--- config.mk ---
export PLATFORM = sky130hd
export DESIGN_NAME = matrix_stream_loader_flat
export DESIGN_NICKNAME = d
export VERILOG_FILES = /design/src/rtl/mm_pkg.sv /design/src/rtl/matrix_stream_loader_if.sv /design/src/rtl/matrix_stream_loader.sv /design/src/flat_wrapper.sv
export SDC_FILE = /design/constraint.sdc
export NUM_CORES = 1
export LEC_CHECK = 0
export CAP_MARGIN = 20
export CORE_AREA = 5 5 400 402
export CTS_CLUSTER_DIAMETER = 120
export DETAILED_ROUTE_END_ITERATION = 6
export DIE_AREA = 0 0 405 407
export HOLD_SLACK_MARGIN = 0.1
export SLEW_MARGIN = 10
export SYNTH_ARGS = -nofsm -noshare
export SYNTH_HDL_FRONTEND = slang
export SYNTH_SLANG_ARGS = --single-unit
--- constraint.sdc ---
create_clock -name clk -period 3.2 [get_ports clk]
set_clock_uncertainty 0.15 [all_clocks]
set_input_delay 0.48 -clock clk [delete_from_list [all_inputs] [get_ports clk]]
set_output_delay 0.48 -clock clk [all_outputs]
set_load 0.02 [all_outputs]
--- src/rtl/mm_pkg.sv ---
// Shared constants, loader state encoding and a clog2 helper for the matrix multiplier
// subsystem. Used by the multiplier and by its stream front-end.
package mm_pkg;

   localparam int MM_DATA_WIDTH = 32'd8;
   localparam int MM_M          = 32'd8;
   localparam int MM_N          = 32'd8;
   localparam int MM_P          = 32'd8;

   localparam logic [1:0] ST_LOAD_A = 2'b00;
   localparam logic [1:0] ST_LOAD_B = 2'b01;
   localparam logic [1:0] ST_START  = 2'b10;
   localparam logic [1:0] ST_WAIT   = 2'b11;

   typedef enum logic [1:0] {
      S_LOAD_A = ST_LOAD_A,
      S_LOAD_B = ST_LOAD_B,
      S_START  = ST_START,
      S_WAIT   = ST_WAIT
   } loader_state_e;

   // Never returns less than 1 so a counter sized with it always has a bit.
   function automatic int mm_clog2(input int value);
      int result;
      result = 32'd1;
      while ((32'd1 << result) < value) begin
         result = result + 32'd1;
      end
      return result;
   endfunction

endpackage

--- src/rtl/matrix_stream_loader_if.sv ---
// Stream input plus flat-matrix start/done bundle between the loader and its neighbours.
// The slave modport is the loader; the master modport is the stream source / multiplier side.
interface matrix_stream_loader_if
   import mm_pkg::*;
#(
   parameter int DATA_WIDTH = MM_DATA_WIDTH,
   parameter int M          = MM_M,
   parameter int N          = MM_N,
   parameter int P          = MM_P
);
   logic                         in_valid;
   logic                         in_ready;
   logic [DATA_WIDTH-1:0]        in_data;
   logic                         in_last;
   logic [M*N*DATA_WIDTH-1:0]    matrix_a;
   logic [N*P*DATA_WIDTH-1:0]    matrix_b;
   logic                         start;
   logic                         mul_done;
   logic                         busy;
   logic                         frame_err;

   modport master (
      output in_valid, in_data, in_last, mul_done,
      input  in_ready, matrix_a, matrix_b, start, busy, frame_err
   );

   modport slave (
      input  in_valid, in_data, in_last, mul_done,
      output in_ready, matrix_a, matrix_b, start, busy, frame_err
   );

endinterface

--- src/rtl/matrix_stream_loader.sv ---
// Packs a serial A-then-B element stream into flat row-major buses, pulses start, and
// holds the buses until the multiplier reports done. Bad framing restarts the frame.
module matrix_stream_loader
   import mm_pkg::*;
#(
   parameter int DATA_WIDTH = MM_DATA_WIDTH,
   parameter int M          = MM_M,
   parameter int N          = MM_N,
   parameter int P          = MM_P
) (
   input logic                    clk,
   input logic                    rst_n,
   matrix_stream_loader_if.slave  bus
);

   localparam int A_ELEMS   = M * N;
   localparam int B_ELEMS   = N * P;
   localparam int MAX_ELEMS = (A_ELEMS > B_ELEMS) ? A_ELEMS : B_ELEMS;
   localparam int CNT_W     = mm_clog2(MAX_ELEMS);

   localparam logic [CNT_W-1:0] A_LAST   = CNT_W'(A_ELEMS - 1);
   localparam logic [CNT_W-1:0] B_LAST   = CNT_W'(B_ELEMS - 1);
   localparam logic [CNT_W-1:0] CNT_ZERO = CNT_W'(0);
   localparam logic [CNT_W-1:0] CNT_ONE  = CNT_W'(1);

   loader_state_e                state_r;
   loader_state_e                state_next_s;
   logic [CNT_W-1:0]             cnt_r;
   logic [CNT_W-1:0]             cnt_next_s;
   logic                         write_a_s;
   logic                         write_b_s;
   logic                         err_s;
   logic                         frame_err_r;
   logic [M*N*DATA_WIDTH-1:0]    matrix_a_r;
   logic [N*P*DATA_WIDTH-1:0]    matrix_b_r;

   // State and element counter registers.
   always_ff @(posedge clk or negedge rst_n) begin
      if (!rst_n) begin
         state_r <= S_LOAD_A;
         cnt_r   <= CNT_ZERO;
      end else begin
         state_r <= state_next_s;
         cnt_r   <= cnt_next_s;
      end
   end

   // Next-state, counter and write-enable decode; in the load states every valid beat is accepted.
   always_comb begin
      state_next_s = state_r;
      cnt_next_s   = cnt_r;
      write_a_s    = 1'b0;
      write_b_s    = 1'b0;
      err_s        = 1'b0;
      case (state_r)
         S_LOAD_A: begin
            if (bus.in_valid) begin
               write_a_s = 1'b1;
               if (bus.in_last) begin
                  err_s        = 1'b1;
                  cnt_next_s   = CNT_ZERO;
                  state_next_s = S_LOAD_A;
               end else if (cnt_r == A_LAST) begin
                  cnt_next_s   = CNT_ZERO;
                  state_next_s = S_LOAD_B;
               end else begin
                  cnt_next_s   = cnt_r + CNT_ONE;
               end
            end else begin
               cnt_next_s = cnt_r;
            end
         end
         S_LOAD_B: begin
            if (bus.in_valid) begin
               write_b_s = 1'b1;
               if ((cnt_r == B_LAST) && bus.in_last) begin
                  state_next_s = S_START;
               end else if ((cnt_r == B_LAST) || bus.in_last) begin
                  err_s        = 1'b1;
                  cnt_next_s   = CNT_ZERO;
                  state_next_s = S_LOAD_A;
               end else begin
                  cnt_next_s   = cnt_r + CNT_ONE;
               end
            end else begin
               cnt_next_s = cnt_r;
            end
         end
         S_START: begin
            state_next_s = S_WAIT;
         end
         S_WAIT: begin
            if (bus.mul_done) begin
               cnt_next_s   = CNT_ZERO;
               state_next_s = S_LOAD_A;
            end else begin
               state_next_s = S_WAIT;
            end
         end
         default: begin
            cnt_next_s   = CNT_ZERO;
            state_next_s = S_LOAD_A;
         end
      endcase
   end

   // Matrix buses: only the addressed element changes, and only on an accepted beat.
   always_ff @(posedge clk or negedge rst_n) begin
      if (!rst_n) begin
         matrix_a_r <= '0;
         matrix_b_r <= '0;
      end else begin
         for (int e = 0; e < A_ELEMS; e++) begin
            if (write_a_s && (cnt_r == CNT_W'(e))) begin
               matrix_a_r[e*DATA_WIDTH +: DATA_WIDTH] <= bus.in_data;
            end
         end
         for (int e = 0; e < B_ELEMS; e++) begin
            if (write_b_s && (cnt_r == CNT_W'(e))) begin
               matrix_b_r[e*DATA_WIDTH +: DATA_WIDTH] <= bus.in_data;
            end
         end
      end
   end

   // Framing error pulse, one cycle after the offending beat.
   always_ff @(posedge clk or negedge rst_n) begin
      if (!rst_n) begin
         frame_err_r <= 1'b0;
      end else begin
         frame_err_r <= err_s;
      end
   end

   assign bus.matrix_a  = matrix_a_r;
   assign bus.matrix_b  = matrix_b_r;
   assign bus.frame_err = frame_err_r;
   assign bus.in_ready  = (state_r == S_LOAD_A) || (state_r == S_LOAD_B);
   assign bus.start     = (state_r == S_START);
   assign bus.busy      = (state_r == S_START) || (state_r == S_WAIT);

endmodule

--- src/flat_wrapper.sv ---
// flat-port wrapper written by rule: the top's interface ports become plain ports
module matrix_stream_loader_flat import mm_pkg::*;
#(
   parameter int DATA_WIDTH = MM_DATA_WIDTH,
   parameter int M          = MM_M,
   parameter int N          = MM_N,
   parameter int P          = MM_P
)
  (clk, rst_n, bus_in_valid, bus_in_data, bus_in_last, bus_mul_done, bus_in_ready, bus_matrix_a, bus_matrix_b, bus_start, bus_busy, bus_frame_err);
  matrix_stream_loader_if #(.DATA_WIDTH(DATA_WIDTH), .M(M), .N(N), .P(P)) bus_i ();
  input logic clk;
  input logic rst_n;
  input wire logic [$bits(bus_i.in_valid)-1:0] bus_in_valid;
  input wire logic [$bits(bus_i.in_data)-1:0] bus_in_data;
  input wire logic [$bits(bus_i.in_last)-1:0] bus_in_last;
  input wire logic [$bits(bus_i.mul_done)-1:0] bus_mul_done;
  output wire logic [$bits(bus_i.in_ready)-1:0] bus_in_ready;
  output wire logic [$bits(bus_i.matrix_a)-1:0] bus_matrix_a;
  output wire logic [$bits(bus_i.matrix_b)-1:0] bus_matrix_b;
  output wire logic [$bits(bus_i.start)-1:0] bus_start;
  output wire logic [$bits(bus_i.busy)-1:0] bus_busy;
  output wire logic [$bits(bus_i.frame_err)-1:0] bus_frame_err;
  assign bus_i.in_valid = bus_in_valid;
  assign bus_i.in_data = bus_in_data;
  assign bus_i.in_last = bus_in_last;
  assign bus_i.mul_done = bus_mul_done;
  assign bus_in_ready = bus_i.in_ready;
  assign bus_matrix_a = bus_i.matrix_a;
  assign bus_matrix_b = bus_i.matrix_b;
  assign bus_start = bus_i.start;
  assign bus_busy = bus_i.busy;
  assign bus_frame_err = bus_i.frame_err;
  matrix_stream_loader #(.DATA_WIDTH(DATA_WIDTH), .M(M), .N(N), .P(P)) u_core (.clk(clk), .rst_n(rst_n), .bus(bus_i));
endmodule
== After elaboration in Yosys (flattened, before gate mapping) ==
Cells that the tools add are included.
Widths: inputs -> output; s select.
Cells by class
  add/subtract/negate cells: 1
  equal/unequal tests: 72
  muxes and demuxes: 25
  reductions and logical operators: 137
Operators with widths (count)
  $eq 6x6->1 const B: 32
  $logic_and 1x1->1: 129
  $eq 6x5->1 const B: 16
  $eq 6x4->1 const B: 8
  $mux 6: 7
  $eq 6x3->1 const B: 4
  $pmux 6 s3: 1
  $mux 2: 7
  $eq 6x2->1 const B: 2
  $mux 1: 8
  $ne 2x2->1 const B: 4
  $pmux 2 s4: 1
  $add 6x1->6 const B: 1
  $eq 6x1->1 const B: 1
  $logic_not 6->1: 1
  $reduce_and 5->1: 1
  $eq 2x2->1 const B: 2
  $reduce_and 4->1: 1
  $logic_or 1x1->1: 3
  $ne 3x1->1 const B: 1
  $ne 3x2->1 const B: 1
  $reduce_bool 3->1: 1
  $eq 2x1->1 const B: 1
  $logic_not 2->1: 1
  $pmux 1 s2: 1
Storage, ports and cells
  flip-flop bits (word level): 1033
  bits of input ports: 13

== Longest topological paths before layout ==
Gate-level depths: netlist of run 1.
  word-level depth: 6
  gate-level depth with buffers: 8

== Worst setup path after synthesis of run 1 ==
OpenSTA, ideal clock, no wires.
  path kind: reg-to-reg
  start point: reg u_core.cnt_r[0]
  end point: reg u_core.matrix_a_r[176], in the netlist u_core.bus.matrix_a[176]
  library setup time: 0.125 ns
  arrival: 2.065 ns
  setup slack: 0.861 ns
  cell stages (with the launch flop): 7
  period minus slack after synthesis: 2.339 ns
  path through: dfrtp_1 > inv_1 > ha_1 > clkbuf_1 > nand2_1 > nor2_2 > mux2_2
Between the ends
  longest elaborated chain between the ends: 2
RTL lines
  from (decl): RTL line matrix_stream_loader.sv:28  | logic [CNT_W-1:0] cnt_r;
  from (signal assigned): RTL line matrix_stream_loader.sv:44  | cnt_r <= cnt_next_s;
  $eq 6x5->1: RTL line matrix_stream_loader.sv:114  | if (write_a_s && (cnt_r == CNT_W'(e))) begin
  $logic_and 1x1->1: RTL line matrix_stream_loader.sv:114
  to (signal, indexed assignment): RTL line matrix_stream_loader.sv:115  | matrix_a_r[e*DATA_WIDTH +: DATA_WIDTH] <= bus.in_data;
  to (decl): RTL line matrix_stream_loader.sv:34  | logic [M*N*DATA_WIDTH-1:0] matrix_a_r;
Every way passes these cells.
A chain may end at the register's enable or synchronous reset.

== Worst setup path after layout of run 1 ==
  start point: reg u_core.state_r[1]
  end point: out bus_start
Between the ends
  longest elaborated chain between the ends: 1
RTL lines
  from (decl): RTL line matrix_stream_loader.sv:26  | loader_state_e state_r;
  from (signal assigned): RTL line matrix_stream_loader.sv:43  | state_r <= state_next_s;
  $eq 2x2->1: RTL line matrix_stream_loader.sv:139  | assign bus.start = (state_r == S_START);
  to (decl): RTL line flat_wrapper.sv:20  | output wire logic [$bits(bus_i.start)-1:0] bus_start;
Every way passes these cells.

==> results of run 1 <==
logic make-up after synthesis:
family                     Yosys count
and+or+nand+nor                    189
adders and majority gates            4
muxes                             1026
xor gates and xnor gates             1
buffers and inverters              154
AOI/OAI and AO/OA                   14
DFF                               1033
registers in the layout, indices dropped and copies added, names as in the netlist:
register	count
u_core.bus.frame_err	1
u_core.bus.matrix_a	512
u_core.bus.matrix_b	512
u_core.cnt_r	6
u_core.state_r	2
power groups by stage:
stage | clock (W) | combinational [W] | sequential [W]
after global placement | 0 | 0.00527 | 0.0146
after detailed placement | 0 | 0.00530 | 0.0146
after CTS | 0.0131 | 0.00531 | 0.0144
after global routing | 0.0136 | 0.00544 | 0.0145
final | 0.0127 | 0.00518 | 0.0144
after floorplan | 0 | 0.00112 | 0.0156
path summary, 6_finish.rpt:
kind | slack (ns) | to | cells past startpoint
setup / recovery | 0.23 | bus_start | 3
hold / removal | 0.20 | u_core.bus.matrix_a[158] | 2
setup reg to reg | 0.60 | u_core.bus.matrix_a[141] | 7
hold reg to reg | 0.35 | u_core.bus.matrix_b[47] | 1
max in group asynchronous | 1.57 | u_core.bus.matrix_a[327] | 3
min in group asynchronous | 0.24 | u_core.bus.matrix_b[233] | 2
critical path, cell delays in order, from the launching register on:
cell and delay [ns]:
dfrtp_1 0.49, inv_1 0.12, nor2_1 0.28, clkdlybuf4s50_1 0.75
routing by layer:
| layer | vias to the layer above | part of all wire | GRT usage |
|---|---|---|---|
| li1 | 10900 | - | - |
| met1 | 13500 | 0.40 | 0.222 |
| met2 | 776 | 0.50 | 0.312 |
| met3 | 229 | 0.062 | 0.0484 |
| met4 | 2 | 0.036 | 0.0665 |
| met5 | - | 0.000090 | 0 |
final cells by class:
| cell class | count | share of cell area |
|---|---|---|
| antenna | 3 | 0.000130 |
| tap | 2058 | 0.0447 |
| clock buffer | 171 | 0.0572 |
| multi-input combinational | 1234 | 0.227 |
| sequential | 1033 | 0.448 |
| inverter | 6 | 0.000391 |
| clock inverter | 31 | 0.00521 |
| timing repair buffer | 1234 | 0.217 |
layout by cell type (no fill, tap or decap), drive strengths merged, types with 13 or more instances in the layout:
cell / netlist / layout
clkdlybuf4s50: 0 / 1031
nor2: 103 / 103
buf: 26 / 201
inv: 6 / 13
mux2: 1025 / 1025
dfrtp: 1033 / 1033
nand3: 34 / 34
clkinv: 0 / 21
nand2: 19 / 19
clkbuf: 122 / 171
metrics by stage:
stage               worst slack (ns)  utilization  instance area (um2)  hold slack (ns)
global route                  0.0832        0.370                57600            0.156
global placement              -0.108        0.347                54000            0.338
detailed placement           -0.0546        0.347                54000            0.341
CTS                            0.111        0.370                57600            0.130
finish                         0.225        0.370                57600            0.203
floorplan                      0.861            -                39600           0.0344
timing repair:
item / 4_1_cts / 5_1_grt
setup buffers: 0 / 0
hold endpoints to repair: 62 / 0
hold buffers: 2 / 0
==> run summary, run 1 <==
outcome - finished clean
worst vdd ir - 0.447 mV
Remaining Overflow, GRT - 0
Tmin final - 2.97 ns
EDFF count, synth - 0
Fin. Hold Viols - 0
PortBufs - 1040
Reg area - 0.0258 mm2
Syn Std Cell Area - 0.0396 mm2
part of the power in combinational logic - 0.160
setup TNS - 0 ns
vias in the first global route - 26900
CP Launch Type - flip-flop
Final ANT Viol Nets - 0
clock root buffer - clkbuf_16
WP data arrival - 2.34 ns
fin nets - 3640
Pint - 0.0234 W
final total power - 0.0323 W
RePlAce Congestion - 0.781
power per standard cell area - 561 mW/mm2
MaxCap Viol Count - 0
vias per inst - 4.41
Mapped Cells - 2421
power share of the clock group - 0.394
leading area contributor after synthesis - dfrtp_1
Area growth syn-to-layout - 45.7%
mean post-synth cell area - 16.3 um2
WP data required - 2.57 ns
Yosys top cell area share - 0.653
mux contribution to synthesized area - 0.293
largest net degree at the start of global routing - 98
# IOs - 1041
CTS Buf Count - 114
asr flop ratio synth - 1.00
worst skew pair latency - 0.70 ns
Synth Area in Adders - 0.00126
sequential share of the synthesized area - 0.653
Worst Setup End Kind - primary output
wire per inst - 26.9 um
library cells used by synthesis - 45
min-delay src - bus_in_data[6]
largest cells by area after synthesis - dfrtp_1 (65%), mux2_2 (29%), clkbuf_1 (1.2%), nor2_2 (1.0%), nor2_8 (0.51%)
CTS max path bufs - 3
share of layout cells above drive strength 1 - 0.406
DRT Pass-1 Iters - 5
Ys Warns - 0
Initial Util - 0.254
post-cts sizing count - 0
Post-Route WL - 155000 um
fill cell total of the finished layout - 14800
Tightest Hold Check Type - primary input to flip-flop
most common cell in the synthesized netlist - dfrtp_1
H-tree depth - 3
Sw Pwr - 0.00895 W
# DRC - 0
xor-xnor portion of the synthesized cell area - 0.000221
Tcrit/Tclk final - 0.930
setup violators final - 0
final slew viol count - 0
Setup crit start - u_core.state_r[1]
main combinational cell family by area after synthesis - multiplexers
Placed Cells incl. Taps - 5563
Synth Register Bits - 1033
max_slew headroom - 0.464
Chip Height - 407 um
Synth Area in Compound Gates - 0.00237
clock sink count - 1033
core area - 0.156 mm2
RSZ-0062 raised after global routing - false
top post-synthesis cells by count - dfrtp_1 (1033), mux2_2 (1017), clkbuf_1 (122), nor2_2 (64), nand3_1 (24)
ys flop type - dfrtp_1
FMAX - 336 MHz
Mapped Nets - 2438
first-pass GRT wire length - 216000 um
vias - 25400
hpwl dp - 112000 um
Simple-Gate Fraction of Synth Area - 0.0338
Setup CP Type - flip-flop to primary output
sequential power share - 0.445
initial antenna violation count - 5
die area - 0.165 mm2
GRT Overall Usage - 0.182
Final Non-Filler Cells - 5770
worst-margin pin slew - 0.804 ns
1st-iter DRT viols - 1330
reg-to-reg critical path startpoint - u_core.cnt_r[1]
CTS clock-pin slew for the worst setup and hold paths - 0.06 ns
row count - 145
crit-path max FO - 10
die width - 405 um
Pleak - 26.8 nW
Sw Ratio - 0.277
area of the multi-input gates - 0.0131 mm2
CTS tree - yes
(Power assumes the default switching activity.)
==> run 2: changes to the inputs <==
--- a/config.mk
+++ b/config.mk
@@ -5,7 +5,6 @@
 export SDC_FILE = /design/constraint.sdc
 export NUM_CORES = 1
 export LEC_CHECK = 0
-export CAP_MARGIN = 20
 export CORE_AREA = 5 5 400 402
 export CTS_CLUSTER_DIAMETER = 120
 export DETAILED_ROUTE_END_ITERATION = 6
==> constraint.sdc (replaced) <==
create_clock -name clk -period 2.8 [get_ports clk]
set_clock_uncertainty 0.15 [all_clocks]
set_input_delay 0.42 -clock clk [delete_from_list [all_inputs] [get_ports clk]]
set_output_delay 0.42 -clock clk [all_outputs]
set_load 0.02 [all_outputs]
==> run 2 against run 1 <==
  * Design area is 2.4% higher
  * Routed wire length is 0.15% higher
  * Combinational power is 15% higher
  * Non-clock buffer count is 59 higher
  * Hold slack worse by 0.015 ns
  * Critical path type unchanged
  * Utilization is 0.91 points higher
  * Setup slack worse by 0.013 ns
  * Clock-buffer cell count is 1 lower
  * Sequential share of layout area is 1.1 points lower
  * Via count is 0.74% higher
  * Sequential cell count stayed put
==> run summary, run 2 (synthesis gave the netlist of run 1 again) <==
Remaining Overflow, GRT - 0
Final ANT Viol Nets - 0
Sw Pwr - 0.0102 W
part of the power in combinational logic - 0.159
vias - 25600
FF-to-FF path depth - 6
core area - 0.156 mm2
Setup CP Type - flip-flop to primary output
DRT Pass-1 Iters - 5
worst-margin pin slew - 0.968 ns
RSZ-0062 raised after global routing - false
PortBufs - 1040
wire per inst - 26.6 um
final worst slack - 0.212 ns
Chip Height - 407 um
1st-iter DRT viols - 1213
first-pass GRT wire length - 216000 um
setup TNS - 0 ns
clock root buffer - clkbuf_16
fin util - 0.379
vias per inst - 4.39
hpwl dp - 112000 um
Pint - 0.0272 W
post-CTS setup buffer count - 0
Hold Crit Depth - 3
FMAX - 386 MHz
commonest non-fill, non-tap cell in the layout - dfrtp_1
sequential power share - 0.439
pre-CTS setup slack - -0.0870 ns
worst skew pair latency - 0.69 ns
H-tree depth - 3
WP data arrival - 2.02 ns
CTS max path bufs - 3
CTS tree - yes
power per standard cell area - 634 mW/mm2
fin nets - 3699
CTS clock-pin slew for the worst setup and hold paths - 0.06 ns
Pleak - 27.4 nW
share of layout cells above drive strength 1 - 0.417
outcome - finished clean
fill cell total of the finished layout - 14900
Tightest Hold Check Type - primary input to flip-flop
GRT Overall Usage - 0.183
Area growth syn-to-layout - 49.3%
highest-count cells in the layout ignoring fill and taps - dfrtp_1 (1033), clkdlybuf4s50_1 (1029), mux2_2 (1017)
largest net degree at the start of global routing - 95
# DRC - 0
die area - 0.165 mm2
setup violators final - 0
CP Launch Type - flip-flop
Post-Route WL - 155000 um
initial antenna violation count - 9
die width - 405 um
Fin. Hold Viols - 0
Worst Setup End Kind - primary output
MaxCap Viol Count - 0
CTS Buf Count - 114
WP data required - 2.23 ns
vias in the first global route - 27600
clock sink count - 1033
hold slack - 0.188 ns
max_slew headroom - 0.355
RePlAce Congestion - 0.784
crit-path max FO - 6
# IOs - 1041
Initial Util - 0.254
final slew viol count - 0
power share of the clock group - 0.402
row count - 145
Tmin final - 2.59 ns
Sw Ratio - 0.273
worst vdd ir - 0.590 mV
Tcrit/Tclk final - 0.924
## run 2: area by class of cell
type                    count  area, um2  share of cell area
flip-flops and latches   1033      25800               0.438
repair buffers           1293      13700               0.232
multi-input cells        1234      13100               0.222
clock buffers             170       3360              0.0568
well taps                2058       2570              0.0436
clock inverters            38        447             0.00756
inverters                   6       22.5            0.000381
diodes                      2       5.00           0.0000847
## run 2: repair_timing
| action | in CTS | in global routing |
|---|---|---|
| hold buffers | 3 | 0 |
| resized for setup | 1 | 1 |
| endpoints found under the hold margin | 508 | 0 |
| setup endpoints to repair | 1 | 1 |
## run 2: routing by layer
metal	GRT usage	wire, um
met1	0.216	61000
met2	0.311	77000
met3	0.0546	10500
met4	0.0752	6570
met5	0	27
## run 2: path summary, 6_finish.rpt
path                                    startpoint                        to  slack [ns]
max in group asynchronous                    rst_n  u_core.bus.matrix_a[362]        0.78
min                                 bus_in_data[3]  u_core.bus.matrix_a[451]        0.19
max                              u_core.state_r[1]                  bus_busy        0.21
min in group asynchronous                    rst_n  u_core.bus.matrix_b[235]        0.71
min reg2reg                u_core.bus.matrix_b[75]   u_core.bus.matrix_b[75]        0.35
max reg2reg                        u_core.cnt_r[3]  u_core.bus.matrix_b[464]        0.29
## run 2: stage by stage
stage | total power, W | instances | area [um2]
3_3_place_gp | 0.0227 | 5621 | 55200
3_5_place_dp | 0.0228 | 5621 | 55200
6_report | 0.0374 | 5834 | 59100
5_1_grt | 0.0389 | 5832 | 59100
4_1_cts | 0.0380 | 5832 | 59000
2_1_floorplan | 0.0191 | 2421 | 39600
## run 2: power groups by stage
| stage | registers (W) | clock network, W | logic (W) |
|---|---|---|---|
| 6_report | 0.0164 | 0.0151 | 0.00594 |
| 5_1_grt | 0.0165 | 0.0161 | 0.00624 |
| 4_1_cts | 0.0164 | 0.0155 | 0.00608 |
| 3_5_place_dp | 0.0167 | 0 | 0.00607 |
| 3_3_place_gp | 0.0167 | 0 | 0.00604 |
| 2_1_floorplan | 0.0178 | 0 | 0.00128 |
## run 2: worst max-delay path, stage by stage (launching register included)
cell,delay [ns]
dfrtp_1,0.41
buf_4,0.16
clkdlybuf4s50_1,0.74
==> run 3: changes to the inputs <==
--- a/config.mk
+++ b/config.mk
@@ -5,10 +5,11 @@
 export SDC_FILE = /design/constraint.sdc
 export NUM_CORES = 1
 export LEC_CHECK = 0
-export CORE_AREA = 5 5 400 402
-export CTS_CLUSTER_DIAMETER = 120
+export ABC_AREA = 1
+export CORE_AREA = 5 5 403 405
+export CTS_CLUSTER_DIAMETER = 60
 export DETAILED_ROUTE_END_ITERATION = 6
-export DIE_AREA = 0 0 405 407
+export DIE_AREA = 0 0 408 410
 export HOLD_SLACK_MARGIN = 0.1
 export SLEW_MARGIN = 10
 export SYNTH_ARGS = -nofsm -noshare
==> constraint.sdc (replaced) <==
create_clock -name clk -period 2.6 [get_ports clk]
set_clock_uncertainty 0.15 [all_clocks]
set_input_delay 0.39 -clock clk [delete_from_list [all_inputs] [get_ports clk]]
set_output_delay 0.39 -clock clk [all_outputs]
set_load 0.02 [all_outputs]
==> run 3 against run 2 <==
  * Synthesized area decreased by 6.3%
  * Utilization decreased by 2.8 points
  * Routed wire length rose by 0.33%
  * Critical path type unchanged
  * Critical endpoint is now bus_matrix_a[415]
==> run summary, run 3 <==
H-tree depth - 3
PortBufs - 1040
fin nets - 4769
GRT Overall Usage - 0.180
crit-path max FO - 2
RSZ-0062 raised after global routing - true
clock root buffer - clkbuf_16
CTS Buf Count - 120
Remaining Overflow, GRT - 0
CP max stage cell - clkdlybuf4s50_1
CTS tree - yes
initial antenna violation count - 7
Post-Route WL - 156000 um
Tmin final - 2.52 ns
worst-margin pin slew - 1.09 ns
pre-CTS setup slack - -0.160 ns
Chip Height - 410 um
placed inst area - 0.0512 mm2
final worst slack - 0.0849 ns
commonest non-fill, non-tap cell in the layout - nand2_1
core area - 0.158 mm2
row count - 146
most common cell in the synthesized netlist - nand2_1
asr flop ratio synth - 1.00
MaxCap Viol Count - 0
vias - 30700
top post-synthesis cells by count - nand2_1 (1193), dfrtp_1 (1033), o21ai_0 (1032), clkbuf_1 (242), nor2_1 (74)
wire per inst - 22.5 um
WP data required - 2.06 ns
CP Launch Type - flip-flop
Fin. Hold Viols - 0
CTS max path bufs - 3
Ys Warns - 0
fin util - 0.351
worst vdd ir - 0.574 mV
leading area contributor after synthesis - dfrtp_1
vias per inst - 4.43
Tcrit/Tclk final - 0.967
Initial Util - 0.235
Syn Std Cell Area - 0.0371 mm2
DRT Pass-1 Iters - 6
Yosys top cell area share - 0.697
max_slew headroom - 0.268
setup violators final - 0
largest cells by area after synthesis - dfrtp_1 (70%), o21ai_0 (14%), nand2_1 (12%), clkbuf_1 (2.5%), nor2_1 (0.75%)
grt met3 use - 0.0549
Synth Register Bits - 1033
highest-count cells in the layout ignoring fill and taps - nand2_1 (1179), clkdlybuf4s50_1 (1034), o21ai_0 (1032), dfrtp_1 (1032), buf_4 (157)
Area growth syn-to-layout - 49.6%
ys flop type - dfrtp_1
largest net degree at the start of global routing - 94
outcome - finished clean
GRT met2 Usage - 0.295
die area - 0.167 mm2
design area - 0.0555 mm2
Setup CP Type - flip-flop to primary output
mean post-synth cell area - 10.2 um2
WP data arrival - 1.98 ns
CP delay by family, top - buffers and inverters
Mapped Nets - 3662
Pleak - 23.9 nW
gr busiest metal - met2
Tightest Hold Check Type - primary input to flip-flop
RePlAce Congestion - 0.821
vias in the first global route - 30300
1st-iter DRT viols - 2683
WP buf/inv - 1
CTS clock-pin slew for the worst setup and hold paths - 0.07 ns
library cells used by synthesis - 14
clock sink count - 1033
hpwl dp - 113000 um
power per standard cell area - 691 mW/mm2
hold slack - 0.210 ns
Worst Setup End Kind - primary output
CP max stage delay - 0.75 ns
EDFF count, synth - 0
Final ANT Viol Nets - 0
crit-path cells - clkdlybuf4s50_1
Mapped Cells - 3645
FMAX - 398 MHz
first-pass GRT wire length - 224000 um
die width - 408 um
# DRC - 0
sequential share of the synthesized area - 0.697
# IOs - 1041
met1 Use GR - 0.219
worst skew pair latency - 0.74 ns
share of layout cells above drive strength 1 - 0.0897
final slew viol count - 0
-- run 3: what timing repair did --
item                       4_1_cts  5_1_grt
setup endpoints to repair       35      139
hold buffers                     2        0
hold endpoints to repair       795        0
gates resized for setup         10       18
setup buffers                    0        0
-- run 3: final timing paths --
check / slack [ns] / from / depth (start not counted) / to
max reg2reg: 0.08 / u_core.cnt_r[1] / 7 / u_core.bus.matrix_b[206]
max: 0.08 / u_core.bus.matrix_a[415] / 1 / bus_matrix_a[415]
min: 0.21 / bus_mul_done / 4 / u_core.state_r[1]
min in group asynchronous: 0.42 / rst_n / 3 / u_core.bus.matrix_a[239]
min reg2reg: 0.33 / u_core.bus.matrix_b[94] / 2 / u_core.bus.matrix_b[94]
max in group asynchronous: 0.38 / rst_n / 3 / u_core.bus.matrix_a[210]
-- run 3: logic make-up after synthesis --
logic type | synth area share
AO/OA/AOI/OAI | 0.140
adder cells (fa/ha/maj) | 0.00135
buffers and inverters | 0.0303
flip-flops | 0.697
AND/OR/NAND/NOR | 0.131
-- run 3: power breakdown --
| group | total (W) | internal, W | switching, W |
|---|---|---|---|
| Combinational | 0.00382 | 0.00145 | 0.00237 |
| Clock | 0.0175 | 0.0103 | 0.00719 |
| Sequential | 0.0170 | 0.0167 | 0.000350 |
| Total | 0.0383 | 0.0284 | 0.00991 |
-- run 3: through the flow --
step           total power (W)  TNS (ns)  std cells
5_1_grt                 0.0398    -0.878       6922
2_1_floorplan           0.0187         0       3645
4_1_cts                 0.0388         0       6920
3_5_place_dp            0.0212     -1.80       6700
6_report                0.0383         0       6924
3_3_place_gp            0.0211    -0.820       6700
-- run 3: cell type report --
cell class,count,area [um2]
fill,15800,103000
sequential,1033,25900
timing repair buffer,1248,12600
multi-input combinational,2324,10200
clock buffer,168,3460
tap,2072,2590
clock inverter,50,687
inverter,25,114
antenna,4,10.0
-- run 3: routing by layer --
layer | vias up | share of wire
met4 | 4 | 0.048
met3 | 300 | 0.082
met2 | 1216 | 0.47
met5 | - | 0.000090
met1 | 15000 | 0.40
li1 | 14100 | -
